===== src/rtl/sumador_serial_nbit_if.sv =====
// Operand/result bundle for the bit-serial adder.
// The sign-magnitude inputs a_neg/b_neg exist only when SIGN_MAG_IN_EN is defined.
interface sumador_serial_nbit_if #(
  parameter int n = 8
);
  logic         start;
  logic [n-1:0] A;
  logic [n-1:0] B;
`ifdef SIGN_MAG_IN_EN
  logic         a_neg;
  logic         b_neg;
`endif
  logic         busy;
  logic         done;
  logic [n-1:0] suma;
  logic         Cout;

`ifdef SIGN_MAG_IN_EN
  modport master (
    output start, A, B, a_neg, b_neg,
    input  busy, done, suma, Cout
  );
  modport slave (
    input  start, A, B, a_neg, b_neg,
    output busy, done, suma, Cout
  );
`else
  modport master (
    output start, A, B,
    input  busy, done, suma, Cout
  );
  modport slave (
    input  start, A, B,
    output busy, done, suma, Cout
  );
`endif
endinterface


===== src/rtl/sumador_serial_nbit.sv =====
// Bit-serial n-bit adder: one full-adder cell plus a registered carry,
// one operand bit per clock, start/done handshake.
// Optional feature macro: SIGN_MAG_IN_EN -- operands arrive as sign-magnitude
// (a_neg/b_neg) and are converted to two's complement on the accepting edge.
module sumador_serial_nbit #(
  parameter int n = 8
) (
  input  logic                 clk,
  input  logic                 rst,
  sumador_serial_nbit_if.slave bus
);

  localparam int CW = (n > 1) ? $clog2(n) : 1;

  typedef enum logic [1:0] {
    IDLE = 2'd0,
    RUN  = 2'd1,
    DONE = 2'd2
  } state_t;

  // Carry of a full-adder cell: majority of the three inputs.
  function automatic logic fa_carry(input logic a, input logic b, input logic c);
    return (a & b) | (a & c) | (b & c);
  endfunction

  // Sum of a full-adder cell: odd parity of the three inputs.
  function automatic logic fa_sum(input logic a, input logic b, input logic c);
    return a ^ b ^ c;
  endfunction

  // Sign-magnitude to two's complement; a negative zero maps to zero.
  function automatic logic [n-1:0] to_twos(input logic [n-1:0] x, input logic neg);
    logic [n-1:0] r;
    if (neg) begin
      r = ~x + {{(n-1){1'b0}}, 1'b1};
    end else begin
      r = x;
    end
    return r;
  endfunction

  state_t        state_r;
  logic [n-1:0]  sa_r;
  logic [n-1:0]  sb_r;
  logic [n-1:0]  acc_r;
  logic          carry_r;
  logic [CW-1:0] cnt_r;
  logic          busy_r;
  logic          done_r;
  logic [n-1:0]  suma_r;
  logic          cout_r;

  logic          sum_bit_s;
  logic          carry_nxt_s;
  logic          last_bit_s;
  logic [n-1:0]  op_a_s;
  logic [n-1:0]  op_b_s;

  // Full-adder cell on the current LSBs, end-of-operation detect, operand conditioning.
  always_comb begin
    sum_bit_s   = fa_sum(sa_r[0], sb_r[0], carry_r);
    carry_nxt_s = fa_carry(sa_r[0], sb_r[0], carry_r);
    last_bit_s  = (cnt_r == CW'(n - 1));
`ifdef SIGN_MAG_IN_EN
    op_a_s      = to_twos(bus.A, bus.a_neg);
    op_b_s      = to_twos(bus.B, bus.b_neg);
`else
    op_a_s      = bus.A;
    op_b_s      = bus.B;
`endif
  end

  // Control FSM and datapath registers; every output is a register here.
  always_ff @(posedge clk or posedge rst) begin
    if (rst) begin
      state_r <= IDLE;
      sa_r    <= {n{1'b0}};
      sb_r    <= {n{1'b0}};
      acc_r   <= {n{1'b0}};
      carry_r <= 1'b0;
      cnt_r   <= {CW{1'b0}};
      busy_r  <= 1'b0;
      done_r  <= 1'b0;
      suma_r  <= {n{1'b0}};
      cout_r  <= 1'b0;
    end else begin
      case (state_r)
        IDLE: begin
          done_r <= 1'b0;
          if (bus.start) begin
            sa_r    <= op_a_s;
            sb_r    <= op_b_s;
            acc_r   <= {n{1'b0}};
            carry_r <= 1'b0;
            cnt_r   <= {CW{1'b0}};
            busy_r  <= 1'b1;
            state_r <= RUN;
          end else begin
            busy_r  <= 1'b0;
            state_r <= IDLE;
          end
        end
        RUN: begin
          // start is deliberately not looked at here: no queueing.
          sa_r    <= {1'b0, sa_r[n-1:1]};
          sb_r    <= {1'b0, sb_r[n-1:1]};
          carry_r <= carry_nxt_s;
          acc_r   <= {sum_bit_s, acc_r[n-1:1]};
          cnt_r   <= cnt_r + CW'(1);
          if (last_bit_s) begin
            suma_r  <= {sum_bit_s, acc_r[n-1:1]};
            cout_r  <= carry_nxt_s;
            busy_r  <= 1'b0;
            done_r  <= 1'b1;
            state_r <= DONE;
          end else begin
            busy_r  <= 1'b1;
            done_r  <= 1'b0;
            state_r <= RUN;
          end
        end
        DONE: begin
          // Single-cycle completion pulse; start is ignored in this cycle.
          busy_r  <= 1'b0;
          done_r  <= 1'b0;
          state_r <= IDLE;
        end
        default: begin
          busy_r  <= 1'b0;
          done_r  <= 1'b0;
          state_r <= IDLE;
        end
      endcase
    end
  end

  assign bus.busy = busy_r;
  assign bus.done = done_r;
  assign bus.suma = suma_r;
  assign bus.Cout = cout_r;

endmodule


===== src/flat_wrapper.sv =====
// flat-port wrapper written by rule: the top's interface ports become plain ports
module sumador_serial_nbit_flat 
#(
  parameter int n = 8
)
  (clk, rst, bus_start, bus_A, bus_B, bus_busy, bus_done, bus_suma, bus_Cout);
  sumador_serial_nbit_if #(.n(n)) bus_i ();
  input  logic clk;
  input  logic rst;
  input wire logic [$bits(bus_i.start)-1:0] bus_start;
  input wire logic [$bits(bus_i.A)-1:0] bus_A;
  input wire logic [$bits(bus_i.B)-1:0] bus_B;
  output wire logic [$bits(bus_i.busy)-1:0] bus_busy;
  output wire logic [$bits(bus_i.done)-1:0] bus_done;
  output wire logic [$bits(bus_i.suma)-1:0] bus_suma;
  output wire logic [$bits(bus_i.Cout)-1:0] bus_Cout;
  assign bus_i.start = bus_start;
  assign bus_i.A = bus_A;
  assign bus_i.B = bus_B;
  assign bus_busy = bus_i.busy;
  assign bus_done = bus_i.done;
  assign bus_suma = bus_i.suma;
  assign bus_Cout = bus_i.Cout;
  sumador_serial_nbit #(.n(n)) u_core (.clk(clk), .rst(rst), .bus(bus_i));
endmodule

===== config.mk =====
export PLATFORM = sky130hd
export DESIGN_NAME = sumador_serial_nbit_flat
export DESIGN_NICKNAME = d
export VERILOG_FILES = /design/src/rtl/sumador_serial_nbit_if.sv /design/src/rtl/sumador_serial_nbit.sv /design/src/flat_wrapper.sv
export SDC_FILE = /design/constraint.sdc
export NUM_CORES = 1
export LEC_CHECK = 0
export BUFFER_PORTS_ARGS = -buffer_cell sky130_fd_sc_hd__buf_2
export CAP_MARGIN = 20
export CORE_MARGIN = 4
export CORE_UTILIZATION = 56
export DETAILED_ROUTE_END_ITERATION = 10
export GPL_ROUTABILITY_DRIVEN = 0
export MAX_ROUTING_LAYER = met4
export PLACE_DENSITY = 0.79
export REMOVE_ABC_BUFFERS = 1
export SYNTH_ARGS = -nofsm -noshare
export SYNTH_HDL_FRONTEND = slang
export SYNTH_SLANG_ARGS = --single-unit

===== constraint.sdc =====
create_clock -name clk -period 1.92 [get_ports clk]
set_clock_uncertainty 0.15 [all_clocks]
set_input_delay 0.192 -clock clk [delete_from_list [all_inputs] [get_ports clk]]
set_output_delay 0.192 -clock clk [all_outputs]
set_load 0.02 [all_outputs]

==> results of run 1 <==
[final cells by class]
class / instances / area [µm²]
Clock buffer: 7 / 55.1
Multi-Input combinational cell: 74 / 850
Inverter: 16 / 60.1
Clock inverter: 1 / 5.00
Tap cell: 46 / 57.6
Fill cell: 275 / 1120
Timing Repair Buffer: 40 / 235
Sequential cell: 38 / 951
[path summary, 6_finish.rpt]
path / startpoint / end / slack (ps) / cells past startpoint
setup / recovery: u_core.state_r[0]$_DFF_PP0_ / bus_busy / 170 / 2
hold / removal: bus_B[6] / u_core.sb_r[6]$_DFFE_PP0P_ / 40 / 3
setup reg to reg: u_core.cnt_r[0]$_DFFE_PP0P_ / u_core.bus.suma[3]$_DFFE_PP0P_ / 230 / 5
hold reg to reg: u_core.bus.suma[1]$_DFFE_PP0P_ / u_core.bus.suma[1]$_DFFE_PP0P_ / 360 / 1
max in group asynchronous: rst / u_core.bus.suma[1]$_DFFE_PP0P_ / 1080 / 4
min in group asynchronous: rst / u_core.bus.Cout$_DFFE_PP0P_ / 260 / 4
[worst max-delay path, stage by stage (launching register included)]
cell and delay (ps):
sky130_fd_sc_hd__dfrtp_1 460, sky130_fd_sc_hd__buf_4 370, sky130_fd_sc_hd__buf_2 240
[state kept, by name, indices dropped and copies added (netlist names)]
name and flops:
u_core.bus.done 1, u_core.carry_r 1, u_core.acc_r 7, u_core.bus.Cout 1, u_core.state_r 1, u_core.sb_r 8
u_core.cnt_r 3, u_core.sa_r 8, u_core.bus.suma 8
[cell families after synthesis]
logic type	Yosys count	synth area share
simple gates	33	0.182
compound gates	28	0.156
mux	10	0.0753
buf+inv	28	0.0734
flops	38	0.489
fa+ha+maj	3	0.0232
[what timing repair did]
item,in CTS,in global routing
endpoints found under the setup margin,0,0
hold buffers,3,0
hold endpoints to repair,40,0
[per-layer routing]
layer	global-route usage	up-vias	wire (µm)
met1	0.207	596	1410
met4	0.0937	0	82
met2	0.293	38	1670
met3	0.0472	10	190
met5	-	-	0
li1	-	577	-
[stage by stage]
stage / power, mW / setup TNS, ps / instances
final: 3.38 / 0 / 222
after global routing: 3.63 / 0 / 222
after CTS: 3.42 / 0 / 222
after detailed placement: 2.97 / 0 / 211
after global placement: 2.88 / 0 / 211
after floorplan: 2.55 / -7650 / 128
[power by group through the flow]
stage	Sequential, mW	Clock, mW	Combinational (mW)
after floorplan	1.59	0	0.955
after global placement	1.41	0	1.48
after detailed placement	1.43	0	1.54
after CTS	1.42	0.445	1.56
after global routing	1.46	0.475	1.69
final	1.41	0.428	1.53
[cell usage in the layout (no fill, tap or decap), types with 2 or more instances in the layout]
| master | instances |
|---|---|
| sky130_fd_sc_hd__dlygate4sd3_1 | 3 |
| sky130_fd_sc_hd__nand2b_1 | 2 |
| sky130_fd_sc_hd__buf_4 | 8 |
| sky130_fd_sc_hd__clkbuf_4 | 5 |
| sky130_fd_sc_hd__a22o_1 | 12 |
| sky130_fd_sc_hd__a211oi_2 | 14 |
| sky130_fd_sc_hd__buf_2 | 29 |
| sky130_fd_sc_hd__inv_1 | 15 |
| sky130_fd_sc_hd__ha_1 | 2 |
| sky130_fd_sc_hd__nor4b_2 | 14 |
| sky130_fd_sc_hd__dfrtp_1 | 38 |
| sky130_fd_sc_hd__mux2_4 | 9 |
| sky130_fd_sc_hd__nor3b_1 | 14 |
==> summary.md, run 1 <==
| Metric | Value |
|---|---|
| Run status | `finished, final reports clean` |
| Critical Path AT | `~1400 ps` |
| Number of sinks handled by clock tree synthesis | `38` |
| Half-perimeter wire length after placement | `approximately 2300 µm` |
| Number of violations of the max-capacitance limit | `0` |
| Tightest hold margin | `between 30 and 40 ps` |
| Ys Warns | `0` |
| Number of different library cells in the post-synthesis netlist | `21` |
| Net switching fraction of the power | `0.376` |
| Final period utilization | `0.912` |
| ANT nets after route | `0` |
| Root buf cell | `sky130_fd_sc_hd__clkbuf_4` |
| TritonCTS clock tree | `yes` |
| Overall routing resource usage | `0.181` |
| Vias after detailed routing | `1221` |
| Placed Area | `~2100 µm²` |
| DR pass1 iterations | `4` |
| Global-route wire length before repair | `just under 6000 µm` |
| Highest Clock Rate | `around 570 MHz` |
| Sequential fraction of the synthesis area | `0.489` |
| Top-level I/O count | `30` |
| Initial standard-cell utilization of the core | `0.582` |
| Combinational cell fraction of total power | `0.454` |
| Path category of the worst min-delay check | `primary input to register` |
| Slew of the pin with the lowest slew margin | `~740 ps` |
| Cell area after synthesis | `1940 µm²` |
| Number of instances resized during post-cts repair | `0` |
| Leak Pwr | `1.04 nW` |
| RSZ-0062 raised after global routing | `no` |
| DRC violation total after the first TritonRoute iteration | `66` |
| Power per cell area | `1530 nW/µm²` |
| Cell with the most instances after synthesis | `sky130_fd_sc_hd__dfrtp_1` |
| Final setup violation count | `0` |
| Number of H-tree branching levels | `2` |
| Proportion of power drawn by the clock network | `0.127` |
| Nature of the critical path endpoint | `primary output` |
| Worst slew margin | `0.508` |
| Row count | `21` |
| Layout overhead on the synthesized area | `13.9%` |
| Global route overflow | `0` |
| Drt drc | `0` |
| Vias in the first global route | `approximately 1300` |
| Post-synth top area share | `0.489` |
| Internal cell power | `2.11 mW` |
| Clock Tree Buf Depth | `2` |
| Post-route core utilization | `0.663` |
| Ratio of routed vias to standard cells | `about 5.5` |
| Buffer count from post-CTS setup fixing | `0` |
| Mean instance size in the synthesized netlist | `approximately 14 µm²` |
| Main flop type after synthesis | `sky130_fd_sc_hd__dfrtp_1` |
| Time the final worst path needs with I/O delays and setup | `~1800 ps` |
| Peak VDD IR | `about 670 µV` |
| Sequential share of power | `0.419` |
| Number of antenna violations at the first check in global routing | `0` |
| Required time at the endpoint of the critical path | `1580 ps` |
| Routed wire length per instance | `15.1 µm` |
| Number of antenna cells inserted | `0` |
| Total of buffers placed on input and output ports | `29` |
| Number of instances in the synthesized netlist | `140` |
| Pin count of the biggest net entering global routing | `32` |
| Placeable core region | `roughly 3300 µm²` |
| Final instance area | `2210 µm²` |
| Die Height | `about 67 µm` |
| Synthesis-stage register bit count | `38` |
| Proportion of layout cells with a drive suffix above 1 | `0.483` |
| Total net switching power | `~1.3 mW` |
| Layout net count | `around 200` |
| Final Worst Setup Slack | `between 150 and 200 ps` |
| Aggregate routed wire length | `3360 µm` |
| Ranking of synthesized cells by area | `sky130_fd_sc_hd__dfrtp_1, sky130_fd_sc_hd__nor4b_2, sky130_fd_sc_hd__a211oi_2` |
| Most frequent cells after synthesis | `sky130_fd_sc_hd__dfrtp_1, sky130_fd_sc_hd__inv_1, sky130_fd_sc_hd__a211oi_2, sky130_fd_sc_hd__nor3b_1, sky130_fd_sc_hd__nor4b_2` |
| Clock latency at the later pin of the worst-skew pair | `approximately 330 ps` |
| Final-report max-slew violation count | `0` |
| Total Die Area | `~4500 µm²` |
| Count of final hold-check violations | `0` |
| FFs w/ async S/R, synth | `1.00` |
| Cell type contributing the most total cell area after synthesis | `sky130_fd_sc_hd__dfrtp_1` |
| WS Path Type | `register to primary output` |
| Critical path startpoint category | `register` |
| Horiz. Die Dim | `66.9 µm` |
| Total CTS buffers | `5` |
| Setup slack after placement | `roughly 250 ps` |
| Number of flops mapped to enable cells by yosys | `0` |
| Crit Path Max Fanout | `31` |
| Clock slew at the register clock pins of the worst setup and hold paths | `roughly 110 ps` |
Note: power is estimated with default switching activity, not from simulation.
==> run 2: changes to the inputs <==
--- a/config.mk
+++ b/config.mk
@@ -15,4 +15,5 @@
 export PLACE_DENSITY = 0.79
 export REMOVE_ABC_BUFFERS = 1
+export SLEW_MARGIN = 40
 export SYNTH_ARGS = -nofsm -noshare
 export SYNTH_HDL_FRONTEND = slang
==> constraint.sdc (replaced) <==
create_clock -name clk -period 1.92 [get_ports clk]
set_clock_uncertainty 0.15 [all_clocks]
set_input_delay 0.384 -clock clk [delete_from_list [all_inputs] [get_ports clk]]
set_output_delay 0.384 -clock clk [all_outputs]
set_load 0.02 [all_outputs]
==> run 2 against run 1 <==
Compared with the run above:
- combinational power barely moved
- clock-buffer cell count did not move
- via count fell by 1.3%
- sequential power barely moved
- die area did not move
- clock power rose by 1%
- wire length fell by 2.7%
- hold slack improved by 78 ps
- global-route usage fell by 0.29 points
- sequential cell count did not move
- critical path type unchanged
- highest routed layer unchanged
==> summary.md, run 2 (same netlist as run 1, synthesis figures left out) <==
| Metric | Value |
|---|---|
| Ratio of routed vias to standard cells | `approximately 5.5` |
| Leak Pwr | `between 1 and 1.5 nW` |
| Nature of the critical path endpoint | `primary output` |
| Fillers | `~270` |
| Critical Path AT | `~1200 ps` |
| Area of the multi-input gates | `about 850 µm²` |
| WS Path Type | `register to primary output` |
| Proportion of power drawn by the clock network | `0.129` |
| Final period utilization | `0.917` |
| Total CTS buffers | `5` |
| Vias in the first global route | `about 1300` |
| Worst slew margin | `0.469` |
| Number of sinks handled by clock tree synthesis | `38` |
| Placeable core region | `roughly 3300 µm²` |
| Number of antenna cells inserted | `0` |
| Initial standard-cell utilization of the core | `0.582` |
| Final Worst Setup Slack | `~160 ps` |
| Combinational cell fraction of total power | `0.451` |
| Crit Path Max Fanout | `11` |
| Leading cell type in the layout, fill and taps excluded | `sky130_fd_sc_hd__dfrtp_1` |
| List of cells traversed by the critical path | `buf_4 > buf_2` |
| Internal cell power | `about 2.1 mW` |
| Time the final worst path needs with I/O delays and setup | `~1800 ps` |
| Peak VDD IR | `657 µV` |
| Layout overhead on the synthesized area | `12.5%` |
| Number of H-tree branching levels | `2` |
| Post-route core utilization | `0.655` |
| Global-route wire length before repair | `approximately 5800 µm` |
| Drt drc | `0` |
| Non-filler cells in the finished layout | `approximately 220` |
| Required time at the endpoint of the critical path | `1390 ps` |
| Standard cell with the maximum stage delay on the critical path | `sky130_fd_sc_hd__dfrtp_1` |
| Proportion of layout cells with a drive suffix above 1 | `0.486` |
| Path category of the worst min-delay check | `primary input to register` |
| Global route overflow | `0` |
| Critical path startpoint category | `register` |
| Final setup violation count | `0` |
| Aggregate routed wire length | `3270 µm` |
| Total of buffers placed on input and output ports | `29` |
| Hold-fix buffers, CTS | `1` |
| Crit-path max cell delay | `around 470 ps` |
| Depth of the worst hold-timing path | `2` |
| Final-report max-slew violation count | `0` |
| Horiz. Die Dim | `66.9 µm` |
| Run status | `finished, final reports clean` |
| Setup slack after placement | `around 180 ps` |
| ANT nets after route | `0` |
| Number of cells after detailed placement | `210` |
| Half-perimeter wire length after placement | `roughly 2300 µm` |
| Top-level I/O count | `30` |
| Row count | `21` |
| Sequential share of power | `0.420` |
| RSZ-0062 raised after global routing | `no` |
| Number of instances resized during post-cts repair | `0` |
| Tot Pwr | `about 3.4 mW` |
| Total net switching power | `approximately 1.3 mW` |
| Layout net count | `194` |
| Pin count of the biggest net entering global routing | `39` |
| Vias after detailed routing | `1205` |
| Routed wire length per instance | `~15 µm` |
| Highest Clock Rate | `between 500 and 600 MHz` |
| Total Die Area | `roughly 4500 µm²` |
| TritonCTS clock tree | `yes` |
| Number of violations of the max-capacitance limit | `0` |
| Clock latency at the later pin of the worst-skew pair | `roughly 340 ps` |
| Root buf cell | `sky130_fd_sc_hd__clkbuf_4` |
| Number of antenna violations at the first check in global routing | `0` |
| Slew of the pin with the lowest slew margin | `about 800 ps` |
| Count of final hold-check violations | `0` |
| Power per cell area | `1540 nW/µm²` |
| Clock slew at the register clock pins of the worst setup and hold paths | `~110 ps` |
| DR pass1 iterations | `4` |
| Flip-flop and latch area | `951 µm²` |
| DRC violation total after the first TritonRoute iteration | `52` |
| Commonest non-fill, non-tap cells in the layout | `sky130_fd_sc_hd__dfrtp_1, sky130_fd_sc_hd__buf_2, sky130_fd_sc_hd__inv_1` |
| Buffer count from post-CTS setup fixing | `0` |
| Overall routing resource usage | `0.178` |
| Net switching fraction of the power | `0.375` |
| Path depth of the worst reg2reg path | `5` |
| Clock Tree Buf Depth | `2` |
| Die Height | `between 60 and 70 µm` |
run 2: cell count changes in the layout (fill, tap and decap cells not counted), sizes merged:
cell	change
dlygate4sd3	-2
buf	-1
run 2: final cells by class:
| cell class | instances | share of cell area |
|---|---|---|
| clock buffer | 7 | 0.0252 |
| timing repair buffer | 37 | 0.0950 |
| clock inverter | 1 | 0.00229 |
| multi-input combinational | 74 | 0.389 |
| tap | 46 | 0.0263 |
| inverter | 16 | 0.0275 |
| sequential | 38 | 0.435 |
run 2: final timing paths:
path / from / endpoint / slack (ps)
setup reg to reg: u_core.cnt_r[0]$_DFFE_PP0P_ / u_core.bus.suma[5]$_DFFE_PP0P_ / 230
min in group asynchronous: rst / u_core.bus.suma[3]$_DFFE_PP0P_ / 530
hold reg to reg: u_core.bus.suma[4]$_DFFE_PP0P_ / u_core.bus.suma[4]$_DFFE_PP0P_ / 360
max in group asynchronous: rst / u_core.sb_r[1]$_DFFE_PP0P_ / 750
hold / removal: bus_B[7] / u_core.sb_r[7]$_DFFE_PP0P_ / 110
setup / recovery: u_core.state_r[0]$_DFF_PP0_ / bus_busy / 160
run 2: through the flow:
stage	cell area (µm²)	setup TNS (ps)	hold slack (ps)
floorplan	1860	-7650	317
finish	2190	0	114
CTS	2190	0	104
detailed placement	2120	0	337
global placement	2120	0	337
global route	2190	0	97.6
run 2: power groups by stage:
stage          sequential (mW)  combinational, mW  clock [mW]
4_1_cts                   1.41               1.54       0.450
3_3_place_gp              1.41               1.46           0
2_1_floorplan             1.59              0.955           0
6_report                  1.41               1.52       0.434
5_1_grt                   1.46               1.66       0.488
3_5_place_dp              1.43               1.53           0
run 2: routing by layer:
layer	routed length (µm)	part of all wire	vias to the layer above	track usage
met2	1620	0.49	32	0.283
met3	169	0.052	7	0.0405
met1	1410	0.43	596	0.215
li1	-	-	570	-
met5	0	0	-	-
met4	68	0.021	0	0.0835
run 2: worst max-delay path, delay by kind of cell (launching register included):
kind / cells / cell delay [ps]
buffers and inverters: 2 / 400
flip-flops: 1 / 470
